===== src/rtl/fpu_addsub_seq.sv =====
// Multi-cycle IEEE-754 single-precision add/sub: specials resolve in 2 cycles, cancellation in 5, finite in 6.
// One op in flight; in_ready only in IDLE, result/flags held in DONE until out_ready.
module fpu_addsub_seq #(
  parameter int WIDTH     = 32,
  parameter int EXP_BITS  = 8,
  parameter int MANT_BITS = 23
) (
  input  logic             clk,
  input  logic             arst_n,
  input  logic             in_valid,
  output logic             in_ready,
  input  logic [WIDTH-1:0] a,
  input  logic [WIDTH-1:0] b,
  input  logic             operation_select,
  output logic             out_valid,
  input  logic             out_ready,
  output logic [WIDTH-1:0] result,
  output logic             exception,
  output logic             overflow,
  output logic             busy
);

  localparam int SIG_W = MANT_BITS + 1;
  localparam int EXT_W = SIG_W + 3;
  localparam int EXP_W = EXP_BITS + 2;

  localparam logic [EXP_BITS-1:0]      EXP_ALL1  = '1;
  localparam logic [MANT_BITS-1:0]     MANT_ZERO = '0;
  localparam logic [WIDTH-1:0]         QNAN      = 32'h7FC0_0000;
  localparam logic signed [EXP_W-1:0]  EXP_OVF   = 10'sd255;
  localparam logic signed [EXP_W-1:0]  EXP_UNF   = 10'sd0;

  localparam logic [2:0] S_IDLE  = 3'd0;
  localparam logic [2:0] S_CHECK = 3'd1;
  localparam logic [2:0] S_ALIGN = 3'd2;
  localparam logic [2:0] S_ADD   = 3'd3;
  localparam logic [2:0] S_NORM  = 3'd4;
  localparam logic [2:0] S_ROUND = 3'd5;
  localparam logic [2:0] S_DONE  = 3'd6;

  logic [2:0]              r_state;
  logic [WIDTH-1:0]        r_a;
  logic [WIDTH-1:0]        r_b;
  logic                    r_op;
  logic [WIDTH-1:0]        r_result;
  logic                    r_exc;
  logic                    r_ovf;
  logic                    r_sign;
  logic signed [EXP_W-1:0] r_exp;
  logic [EXT_W-1:0]        r_big;
  logic [EXT_W-1:0]        r_small;
  logic [EXT_W:0]          r_sum;
  logic [EXT_W-1:0]        r_mant;

  // Operand classification
  logic [EXP_BITS-1:0]  w_a_exp;
  logic [EXP_BITS-1:0]  w_b_exp;
  logic [MANT_BITS-1:0] w_a_frac;
  logic [MANT_BITS-1:0] w_b_frac;
  logic                 w_eb_sign;
  logic                 w_eff_sub;
  logic                 w_a_nan;
  logic                 w_b_nan;
  logic                 w_a_inf;
  logic                 w_b_inf;
  logic                 w_a_zero;
  logic                 w_b_zero;

  assign w_a_exp   = r_a[WIDTH-2 -: EXP_BITS];
  assign w_b_exp   = r_b[WIDTH-2 -: EXP_BITS];
  assign w_a_frac  = r_a[MANT_BITS-1:0];
  assign w_b_frac  = r_b[MANT_BITS-1:0];
  assign w_eb_sign = r_b[WIDTH-1] ^ r_op;
  assign w_eff_sub = r_a[WIDTH-1] ^ w_eb_sign;
  assign w_a_nan   = (w_a_exp == EXP_ALL1) && (w_a_frac != MANT_ZERO);
  assign w_b_nan   = (w_b_exp == EXP_ALL1) && (w_b_frac != MANT_ZERO);
  assign w_a_inf   = (w_a_exp == EXP_ALL1) && (w_a_frac == MANT_ZERO);
  assign w_b_inf   = (w_b_exp == EXP_ALL1) && (w_b_frac == MANT_ZERO);
  assign w_a_zero  = (w_a_exp == '0);
  assign w_b_zero  = (w_b_exp == '0);

  // Alignment: magnitude ordering compares exponent then fraction in one go
  logic                 w_a_ge_b;
  logic                 w_big_sign;
  logic [EXT_W-1:0]     w_sig_a;
  logic [EXT_W-1:0]     w_sig_b;
  logic [EXT_W-1:0]     w_big_sig;
  logic [EXT_W-1:0]     w_small_sig;
  logic [EXT_W-1:0]     w_shifted;
  logic [EXT_W-1:0]     w_lost;
  logic [EXT_W-1:0]     w_aligned;
  logic [EXP_BITS-1:0]  w_big_exp;
  logic [EXP_BITS-1:0]  w_small_exp;
  logic [EXP_BITS-1:0]  w_exp_diff;

  assign w_a_ge_b    = r_a[WIDTH-2:0] >= r_b[WIDTH-2:0];
  assign w_sig_a     = {1'b1, w_a_frac, 3'b000};
  assign w_sig_b     = {1'b1, w_b_frac, 3'b000};
  assign w_big_sig   = w_a_ge_b ? w_sig_a : w_sig_b;
  assign w_small_sig = w_a_ge_b ? w_sig_b : w_sig_a;
  assign w_big_exp   = w_a_ge_b ? w_a_exp : w_b_exp;
  assign w_small_exp = w_a_ge_b ? w_b_exp : w_a_exp;
  assign w_big_sign  = w_a_ge_b ? r_a[WIDTH-1] : w_eb_sign;
  assign w_exp_diff  = w_big_exp - w_small_exp;

  always_comb begin
    w_shifted = w_small_sig >> w_exp_diff;
    w_lost    = w_small_sig & ((EXT_W'(1) << w_exp_diff) - EXT_W'(1));
    if (w_exp_diff >= EXP_BITS'(EXT_W)) begin
      w_aligned = EXT_W'(1);
    end else begin
      w_aligned = {w_shifted[EXT_W-1:1], w_shifted[0] | (|w_lost)};
    end
  end

  // Leading-zero count over the non-carry sum bits; last hit is the highest set bit
  logic [4:0]       w_lz;
  logic [EXT_W-1:0] w_norm;

  always_comb begin
    w_lz = '0;
    for (int i = 0; i < EXT_W; i++) begin
      if (r_sum[i]) w_lz = 5'(EXT_W - 1 - i);
    end
  end

  assign w_norm = r_sum[EXT_W-1:0] << w_lz;

  // Round to nearest even on G/R/S, carry out of the significand bumps the exponent
  logic                    w_round_up;
  logic [SIG_W:0]          w_rsig;
  logic signed [EXP_W-1:0] w_rexp;
  logic [MANT_BITS-1:0]    w_rfrac;

  assign w_round_up = r_mant[2] & (r_mant[1] | r_mant[0] | r_mant[3]);
  assign w_rsig     = {1'b0, r_mant[EXT_W-1:3]} + (SIG_W+1)'(w_round_up);
  assign w_rexp     = w_rsig[SIG_W] ? r_exp + EXP_W'(1) : r_exp;
  assign w_rfrac    = w_rsig[SIG_W] ? w_rsig[SIG_W-1:1] : w_rsig[MANT_BITS-1:0];

  always_ff @(posedge clk or negedge arst_n) begin
    if (!arst_n) begin
      r_state  <= S_IDLE;
      r_a      <= '0;
      r_b      <= '0;
      r_op     <= 1'b0;
      r_result <= '0;
      r_exc    <= 1'b0;
      r_ovf    <= 1'b0;
      r_sign   <= 1'b0;
      r_exp    <= '0;
      r_big    <= '0;
      r_small  <= '0;
      r_sum    <= '0;
      r_mant   <= '0;
    end else begin
      case (r_state)
        S_IDLE: begin
          if (in_valid) begin
            r_a     <= a;
            r_b     <= b;
            r_op    <= operation_select;
            r_exc   <= 1'b0;
            r_ovf   <= 1'b0;
            r_state <= S_CHECK;
          end
        end
        S_CHECK: begin
          r_state <= S_DONE;
          if (w_a_nan || w_b_nan) begin
            r_result <= QNAN;
            r_exc    <= 1'b1;
          end else if (w_a_inf && w_b_inf) begin
            if (r_a[WIDTH-1] == w_eb_sign) begin
              r_result <= {r_a[WIDTH-1], EXP_ALL1, MANT_ZERO};
            end else begin
              r_result <= QNAN;
              r_exc    <= 1'b1;
            end
          end else if (w_a_inf) begin
            r_result <= r_a;
          end else if (w_b_inf) begin
            r_result <= {w_eb_sign, EXP_ALL1, MANT_ZERO};
          end else if (w_a_zero && w_b_zero) begin
            r_result <= {r_a[WIDTH-1] & w_eb_sign, {(WIDTH-1){1'b0}}};
          end else if (w_a_zero) begin
            r_result <= {w_eb_sign, r_b[WIDTH-2:0]};
          end else if (w_b_zero) begin
            r_result <= r_a;
          end else begin
            r_state <= S_ALIGN;
          end
        end
        S_ALIGN: begin
          r_sign  <= w_big_sign;
          r_exp   <= EXP_W'(w_big_exp);
          r_big   <= w_big_sig;
          r_small <= w_aligned;
          r_state <= S_ADD;
        end
        S_ADD: begin
          r_sum   <= w_eff_sub ? {1'b0, r_big} - {1'b0, r_small}
                               : {1'b0, r_big} + {1'b0, r_small};
          r_state <= S_NORM;
        end
        S_NORM: begin
          if (r_sum[EXT_W]) begin
            r_mant  <= {r_sum[EXT_W:2], r_sum[1] | r_sum[0]};
            r_exp   <= r_exp + EXP_W'(1);
            r_state <= S_ROUND;
          end else if (r_sum == '0) begin
            r_result <= '0;
            r_state  <= S_DONE;
          end else begin
            r_mant  <= w_norm;
            r_exp   <= r_exp - EXP_W'(w_lz);
            r_state <= S_ROUND;
          end
        end
        S_ROUND: begin
          r_state <= S_DONE;
          if (w_rexp >= EXP_OVF) begin
            r_result <= {r_sign, EXP_ALL1, MANT_ZERO};
            r_ovf    <= 1'b1;
          end else if (w_rexp <= EXP_UNF) begin
            r_result <= {r_sign, {(WIDTH-1){1'b0}}};
          end else begin
            r_result <= {r_sign, w_rexp[EXP_BITS-1:0], w_rfrac};
          end
        end
        S_DONE: begin
          if (out_ready) r_state <= S_IDLE;
        end
        default: r_state <= S_IDLE;
      endcase
    end
  end

  assign in_ready  = (r_state == S_IDLE);
  assign out_valid = (r_state == S_DONE);
  assign busy      = (r_state != S_IDLE);
  assign result    = r_result;
  assign exception = r_exc;
  assign overflow  = r_ovf;

endmodule


===== config.mk =====
export PLATFORM = sky130hd
export DESIGN_NAME = fpu_addsub_seq
export DESIGN_NICKNAME = d
export VERILOG_FILES = /design/src/rtl/fpu_addsub_seq.sv
export SDC_FILE = /design/constraint.sdc
export NUM_CORES = 1
export LEC_CHECK = 0
export BUFFER_PORTS_ARGS = -buffer_cell sky130_fd_sc_hd__buf_4
export CAP_MARGIN = 40
export CORE_MARGIN = 2
export CORE_UTILIZATION = 55
export CTS_CLUSTER_DIAMETER = 30
export DETAILED_ROUTE_END_ITERATION = 10
export MAX_ROUTING_LAYER = met4
export PLACE_DENSITY = 0.73
export SETUP_SLACK_MARGIN = 0.02
export SKIP_CTS_REPAIR_TIMING = 1
export SYNTH_ARGS = -nofsm -noshare
export SYNTH_HDL_FRONTEND = slang
export SYNTH_SLANG_ARGS = --single-unit

===== constraint.sdc =====
create_clock -name clk -period 4.95 [get_ports clk]
set_clock_uncertainty 0.05 [all_clocks]
set_input_delay 0.495 -clock clk [delete_from_list [all_inputs] [get_ports clk]]
set_output_delay 0.495 -clock clk [all_outputs]
set_load 0.01 [all_outputs]

==> impl_metrics.env, run 1 <==
export IMPL_max_cap_violations=0
export IMPL_viasPerCell=6.47
export IMPL_synth_fp_nets=2200
export IMPL_synth_top_family_by_area="compound AO/OA/AOI/OAI gates"
export IMPL_max_stage_delay_ns=0.35
export IMPL_synthMuxAreaShare_pct=10.7
export IMPL_die_x_um=179
export IMPL_finalWirelength_mm=61.9
export IMPL_fmax_mhz=205
export IMPL_overflow=0
export IMPL_syn_area_per_cell_um2=8.14
export IMPL_clk_pin_slew_ns=0.05
export IMPL_synth_async_reset_ratio_pct=100
export IMPL_wl_per_cell_um=23.1
export IMPL_rsz0062_at_grt="yes"
export IMPL_drc=0
export IMPL_synth_edf_count=0
export IMPL_hp_class="in2reg"
export IMPL_cp_required_ns=5.32
export IMPL_tritoncts="yes"
export IMPL_slew_headroom_pct=39.3
export IMPL_nFillCells=2475
export IMPL_place_gp_congestion=1.01
export IMPL_path_cells="inv_1 > ha_1 > nand4_1 > nor4_2 > a311oi_2 > a31o_1 > a311o_1 > and2_1 > ha_1 > nand2_1 > nand2_1 > o41ai_2 > a31oi_1 > a211oi_2 > o22ai_2 > o211ai_4 > buf_12 > and2_1 > nand3_1 > a22o_1 > nor4_2 > o221ai_1"
export IMPL_initial_core_util_pct=55.4
export IMPL_cp_arrival_ns=5.25
export IMPL_slew_violations=0
export IMPL_grt_max_degree=122
export IMPL_die_area_um2=32000
export IMPL_clock_latency_ns=0.58
export IMPL_clock_path_buffers=3
export IMPL_hpwl_mm=45.9
export IMPL_fin_crit_ns=4.88
export IMPL_vias=17400
export IMPL_cts_sinks=219
export IMPL_area_growth_pct=24.3
export IMPL_path_delay_family="compound AO/OA/AOI/OAI gates"
export IMPL_layout_common_cells="274 x nand2_1, 233 x buf_4, 219 x dfrtp_1"
export IMPL_firstDrtPassIters=6
export IMPL_die_y_um=179
export IMPL_grt_pass1_vias=16500
export IMPL_layout_drive_gt1_share_pct=19.5
export IMPL_period_share_pct=98.6
export IMPL_syn_cell_area_um2=16800
export IMPL_yosys_area_share_simple_pct=20.4
export IMPL_cp_max_fo=10
export IMPL_drtIter0Drc=1976
export IMPL_crit_slowest_cell="dfrtp_1"
export IMPL_drtAntennaViolNets=0
export IMPL_final_nets=2375
export IMPL_setup_viol=0
export IMPL_setup_worst_path_start="r_b[17]"
export IMPL_final_common_cell="nand2_1"
export IMPL_grt_antenna_before_repair=1
export IMPL_io_buffers=105
export IMPL_numCtsBuffers=56
export IMPL_cts_root_buf="clkbuf_16"
export IMPL_grt_use_total_pct=39.5
export IMPL_worst_path_buf_inv=2
export IMPL_synth_seq_cells=219
export IMPL_synth_top_flop_cell="dfrtp_1"
export IMPL_yosys_warnings=0
export IMPL_synth_xor_area_share_pct=4.63
export IMPL_r2r_start="r_b[17]"
export IMPL_htreeDepth=2
export IMPL_rows=64
export IMPL_synth_cells=2065
export IMPL_placed_area_um2=18600
export IMPL_ioPinCount=106
export IMPL_critPathLaunchType="register"
export IMPL_end_kind="register"
export IMPL_synth_adder_area_share_pct=4.96
export IMPL_setup_worst_path_class="reg2reg"
export IMPL_final_area_um2=20900
export IMPL_yosysSeqAreaShare_pct=32.6
export IMPL_status="finished clean"
export IMPL_grt_pass1_wl_mm=93.9
export IMPL_hold_violations=0
export IMPL_worst_pin_slew_ns=0.907
export IMPL_min_from="b[6]"
export IMPL_yosys_cell_types_count=96
export IMPL_synth_compound_area_share_pct=21.9
export IMPL_core_area_um2=30300
final timing paths:
check                        endpoint  slack [ns]  cells past startpoint
setup / recovery           r_small[0]        0.07                     22
hold / removal                 r_b[6]        0.08                      3
hold reg to reg            r_mant[26]        0.43                      1
setup reg to reg           r_small[0]        0.07                     22
max in group asynchronous      r_a[8]        3.16                      3
min in group asynchronous   r_sum[20]        0.50                      2
per-stage QoR:
stage | util (%) | hold slack (ns) | TNS (ns) | worst slack (ns) | cells
4_1_cts | 68.1 | -0.0548 | 0 | 0.00597 | 2671
6_report | 68.8 | 0.0774 | 0 | 0.0701 | 2683
3_5_place_dp | 61.3 | 0.411 | 0 | 0.0322 | 2567
3_3_place_gp | 61.1 | 0.409 | 0 | 0.128 | 2561
2_1_floorplan | - | 0.149 | 0 | 0.444 | 2065
5_1_grt | 68.8 | 0.0711 | -0.0672 | -0.0672 | 2683
synthesized netlist by cell type (5+ instances only):
cell      count  area (µm²)
nand2_1     274        1030
a221oi_1      8        70.1
nor2b_1       8        50.1
mux2i_1     124        1240
nor4b_1       5        43.8
a221o_1       5        50.1
dfrtp_1     219        5480
nor3_1       55         275
o221ai_1     13         114
o22ai_1      16         100
a32oi_1       5        43.8
nand3_1      54         270
xnor2_1      59         517
clkbuf_1     94         353
o21ai_1       7        35.0
a22oi_1      18         135
a211oi_1     17         128
nand3b_1      5        37.5
buf_2        13        65.1
or3_1         9        56.3
buf_1        12        45.0
o21a_1       18         135
a31oi_1      54         338
and3_1       19         119
nand2b_1     18         113
mux2_2       43         484
and2_1       22         138
o211ai_1      5        37.5
nor2_1      190         713
xor2_1       28         245
ha_1         65         813
inv_1        69         259
o21ai_0     144         721
nor4_1       28         175
a21oi_1     167         836
nand4_1      27         169
o22a_1       11        96.3
o31ai_1      11        82.6
a22o_1        8        70.1
a21o_1       14         105
flip-flops by register name (all words and copies together) (netlist names):
| register | count |
|---|---|
| overflow | 1 |
| r_exp | 10 |
| r_mant | 27 |
| r_small | 27 |
| r_state | 3 |
| r_sum | 28 |
| r_b | 32 |
| r_sign | 1 |
| exception | 1 |
| r_big | 24 |
| r_op | 1 |
| r_a | 32 |
| result | 32 |
area by class of cell:
class	count	area, µm²	area share (%)
diodes	1	2.50	0.0120
clock buffers	72	1560	7.48
well taps	396	495	2.37
clock inverters	32	497	2.38
inverters	74	278	1.33
multi-input cells	1646	10700	51.1
repair buffers	243	1900	9.11
flip-flops and latches	219	5480	26.2
kinds of logic after synthesis:
| group | Yosys count |
|---|---|
| xor+xnor | 88 |
| fa+ha+maj | 66 |
| mux | 170 |
| buf+inv | 200 |
| compound gates | 580 |
| flops | 219 |
| simple gates | 742 |
per-layer routing:
| metal | up-vias | global-route usage (%) | part of all wire [%] |
|---|---|---|---|
| met4 | 0 | 17.2 | 4.7 |
| met2 | 909 | 60.4 | 46 |
| met3 | 189 | 5.89 | 8.0 |
| li1 | 7884 | - | - |
| met1 | 8368 | 52.2 | 42 |
| met5 | - | - | 0 |
tightest hold or removal path: stages:
cell	delay [ns]
buf_4	0.08
nand2_1	0.03
o21ai_0	0.06
Power of run 1 is left out: the tool's default activity adds up to more than one toggle a clock period on the data nets, which glitch-free logic cannot reach.
==> inputs of run 2 (changes only) <==
ABC_AREA = 1   (was unset)
CELL_PAD_IN_SITES_DETAIL_PLACEMENT = 1   (was unset)
CELL_PAD_IN_SITES_GLOBAL_PLACEMENT = 1   (was unset)
CORE_UTILIZATION = 45   (was 55)
PLACE_DENSITY = unset   (was 0.73)
PLACE_DENSITY_LB_ADDON = 0.1   (was unset)
==> run 2 against run 1 <==
Effect of this change: routed wire length is 21% higher; synthesized area is 1.8% higher; cell count is 23% higher; first-iteration DRC count is 20% lower; flip-flop and latch count stayed put; maximum frequency is 1.7% higher; critical endpoint is now r_small[10].
==> impl_metrics.env, run 2 <==
export IMPL_drc=0
export IMPL_ys_top_cells_by_area="dfrtp_1 32%, nand2_1 14%, o21ai_0 8.8%"
export IMPL_yosys_warnings=0
export IMPL_die_y_um=199
export IMPL_yosysMostFrequentCell="nand2_1"
export IMPL_hold_worst_slack_ns=0.0595
export IMPL_fin_crit_ns=4.80
export IMPL_instances_no_fill=3287
export IMPL_clk_pin_slew_ns=0.05
export IMPL_slew_headroom_pct=35.0
export IMPL_firstDrtPassIters=5
export IMPL_syn_area_per_cell_um2=6.57
export IMPL_yosys_cell_types_count=55
export IMPL_setup_tns_ns=0
export IMPL_area_growth_pct=21.9
export IMPL_crit_slowest_cell="dfrtp_1"
export IMPL_die_x_um=199
export IMPL_cp_required_ns=5.36
export IMPL_clock_latency_ns=0.60
export IMPL_htreeDepth=2
export IMPL_yosysSeqAreaShare_pct=32.0
export IMPL_dp_cells=3164
export IMPL_cp_arrival_ns=5.21
export IMPL_setup_worst_path_class="reg2reg"
export IMPL_synth_seq_cells=219
export IMPL_synth_top_area_share_pct=32.0
export IMPL_syn_cell_area_um2=17100
export IMPL_layout_drive_gt1_share_pct=12.1
export IMPL_synth_edf_count=0
export IMPL_synth_top_flop_cell="dfrtp_1"
export IMPL_ioPinCount=106
export IMPL_grt_pass1_wl_mm=114
export IMPL_period_share_pct=96.9
export IMPL_clock_path_buffers=3
export IMPL_status="finished clean"
export IMPL_hold_violations=0
export IMPL_end_kind="register"
export IMPL_critPathLaunchType="register"
export IMPL_worst_pin_slew_ns=0.965
export IMPL_cpMostUsedCell="nand2_1"
export IMPL_setup_viol=0
export IMPL_slew_violations=0
export IMPL_layout_common_cells="641 x nand2_1, 294 x o21ai_0, 288 x inv_1"
export IMPL_finalWirelength_mm=74.8
export IMPL_vias=19500
export IMPL_initial_core_util_pct=45.5
export IMPL_hp_class="in2reg"
export IMPL_grt_pass1_vias=19900
export IMPL_io_buffers=105
export IMPL_drtAntennaViolNets=0
export IMPL_rows=71
export IMPL_cts_root_buf="clkbuf_16"
export IMPL_grt_antenna_before_repair=2
export IMPL_final_common_cell="nand2_1"
export IMPL_fin_util_pct=55.5
export IMPL_max_cap_violations=0
export IMPL_core_area_um2=37600
export IMPL_overflow=0
export IMPL_cts_sinks=219
export IMPL_synth_top_area_cell="dfrtp_1"
export IMPL_die_area_um2=39600
export IMPL_fmax_mhz=208
export IMPL_final_nets=2863
export IMPL_tritoncts="yes"
export IMPL_max_stage_delay_ns=0.41
export IMPL_grt_max_degree=96
export IMPL_grt_use_total_pct=38.7
export IMPL_synth_cells=2602
export IMPL_wl_per_cell_um=22.7
export IMPL_ys_top_cells_by_count="647 x nand2_1, 300 x o21ai_0, 290 x inv_1, 248 x nor2_1"
export IMPL_place_gp_congestion=1.01
export IMPL_hpwl_mm=56.0
export IMPL_drtIter0Drc=1582
export IMPL_cp_max_fo=14
export IMPL_synth_fp_nets=2737
export IMPL_synth_async_reset_ratio_pct=100
export IMPL_viasPerCell=5.95
export IMPL_numCtsBuffers=58
[run 2: cell types whose count changed in the layout (fill, tap and decap cells not counted), sizes merged, moves of 43 or more]
cell   change
mux2      -43
nor2      +66
inv      +219
mux2i    -122
nand3    +166
nand2    +377
buf       -70
o21ai    +158
[run 2: cells by family after synthesis]
family / share of synthesized area (%)
muxes: 0.117
DFF: 32.0
AOI/OAI and AO/OA: 19.2
and+or+nand+nor: 31.0
buffers and inverters: 9.08
xor gates and xnor gates: 3.73
adders and majority gates: 4.87
[run 2: per-layer routing]
| metal | wire length (µm) | part of all wire, % | track usage, % | vias to the layer above |
|---|---|---|---|---|
| met3 | 4770 | 6.4 | 6.68 | 183 |
| li1 | - | - | - | 8952 |
| met2 | 34700 | 46 | 61.3 | 718 |
| met5 | 0 | 0 | - | - |
| met4 | 3680 | 4.9 | 18.0 | 0 |
| met1 | 31600 | 42 | 48.4 | 9696 |
[run 2: stage by stage]
step	setup WS, ns	instance area (µm²)
floorplan	0.810	17100
global placement	0.344	18500
detailed placement	0.264	18600
CTS	0.110	20600
global route	-0.0815	20800
finish	0.152	20800
[run 2: final timing paths]
path,startpoint,cells after the start,endpoint,slack (ns)
setup / recovery,r_b[24],28,r_small[10],0.15
max in group asynchronous,arst_n,3,r_b[25],3.25
min in group asynchronous,arst_n,2,r_mant[19],0.47
setup reg to reg,r_b[24],28,r_small[10],0.15
hold reg to reg,overflow,2,overflow,0.45
hold / removal,b[31],3,r_b[31],0.06
[run 2: area by class of cell]
type / instances / area, µm²
inverter: 298 / 1120
clock inverter: 32 / 365
fill: 4911 / 16700
multi-input combinational: 1979 / 10200
clock buffer: 74 / 1630
tap: 511 / 639
sequential: 219 / 5480
timing repair buffer: 172 / 1350
antenna: 2 / 5.00
[run 2: worst max-delay path, delay by kind of cell, from the launching register on]
family	cells	cell delay, ns
AO/OA/AOI/OAI	8	1.44
adder cells (fa/ha/maj)	1	0.31
AND/OR/NAND/NOR	16	1.90
buffers and inverters	3	0.54
flip-flops	1	0.41
Power of run 2 is left out for the same reason.
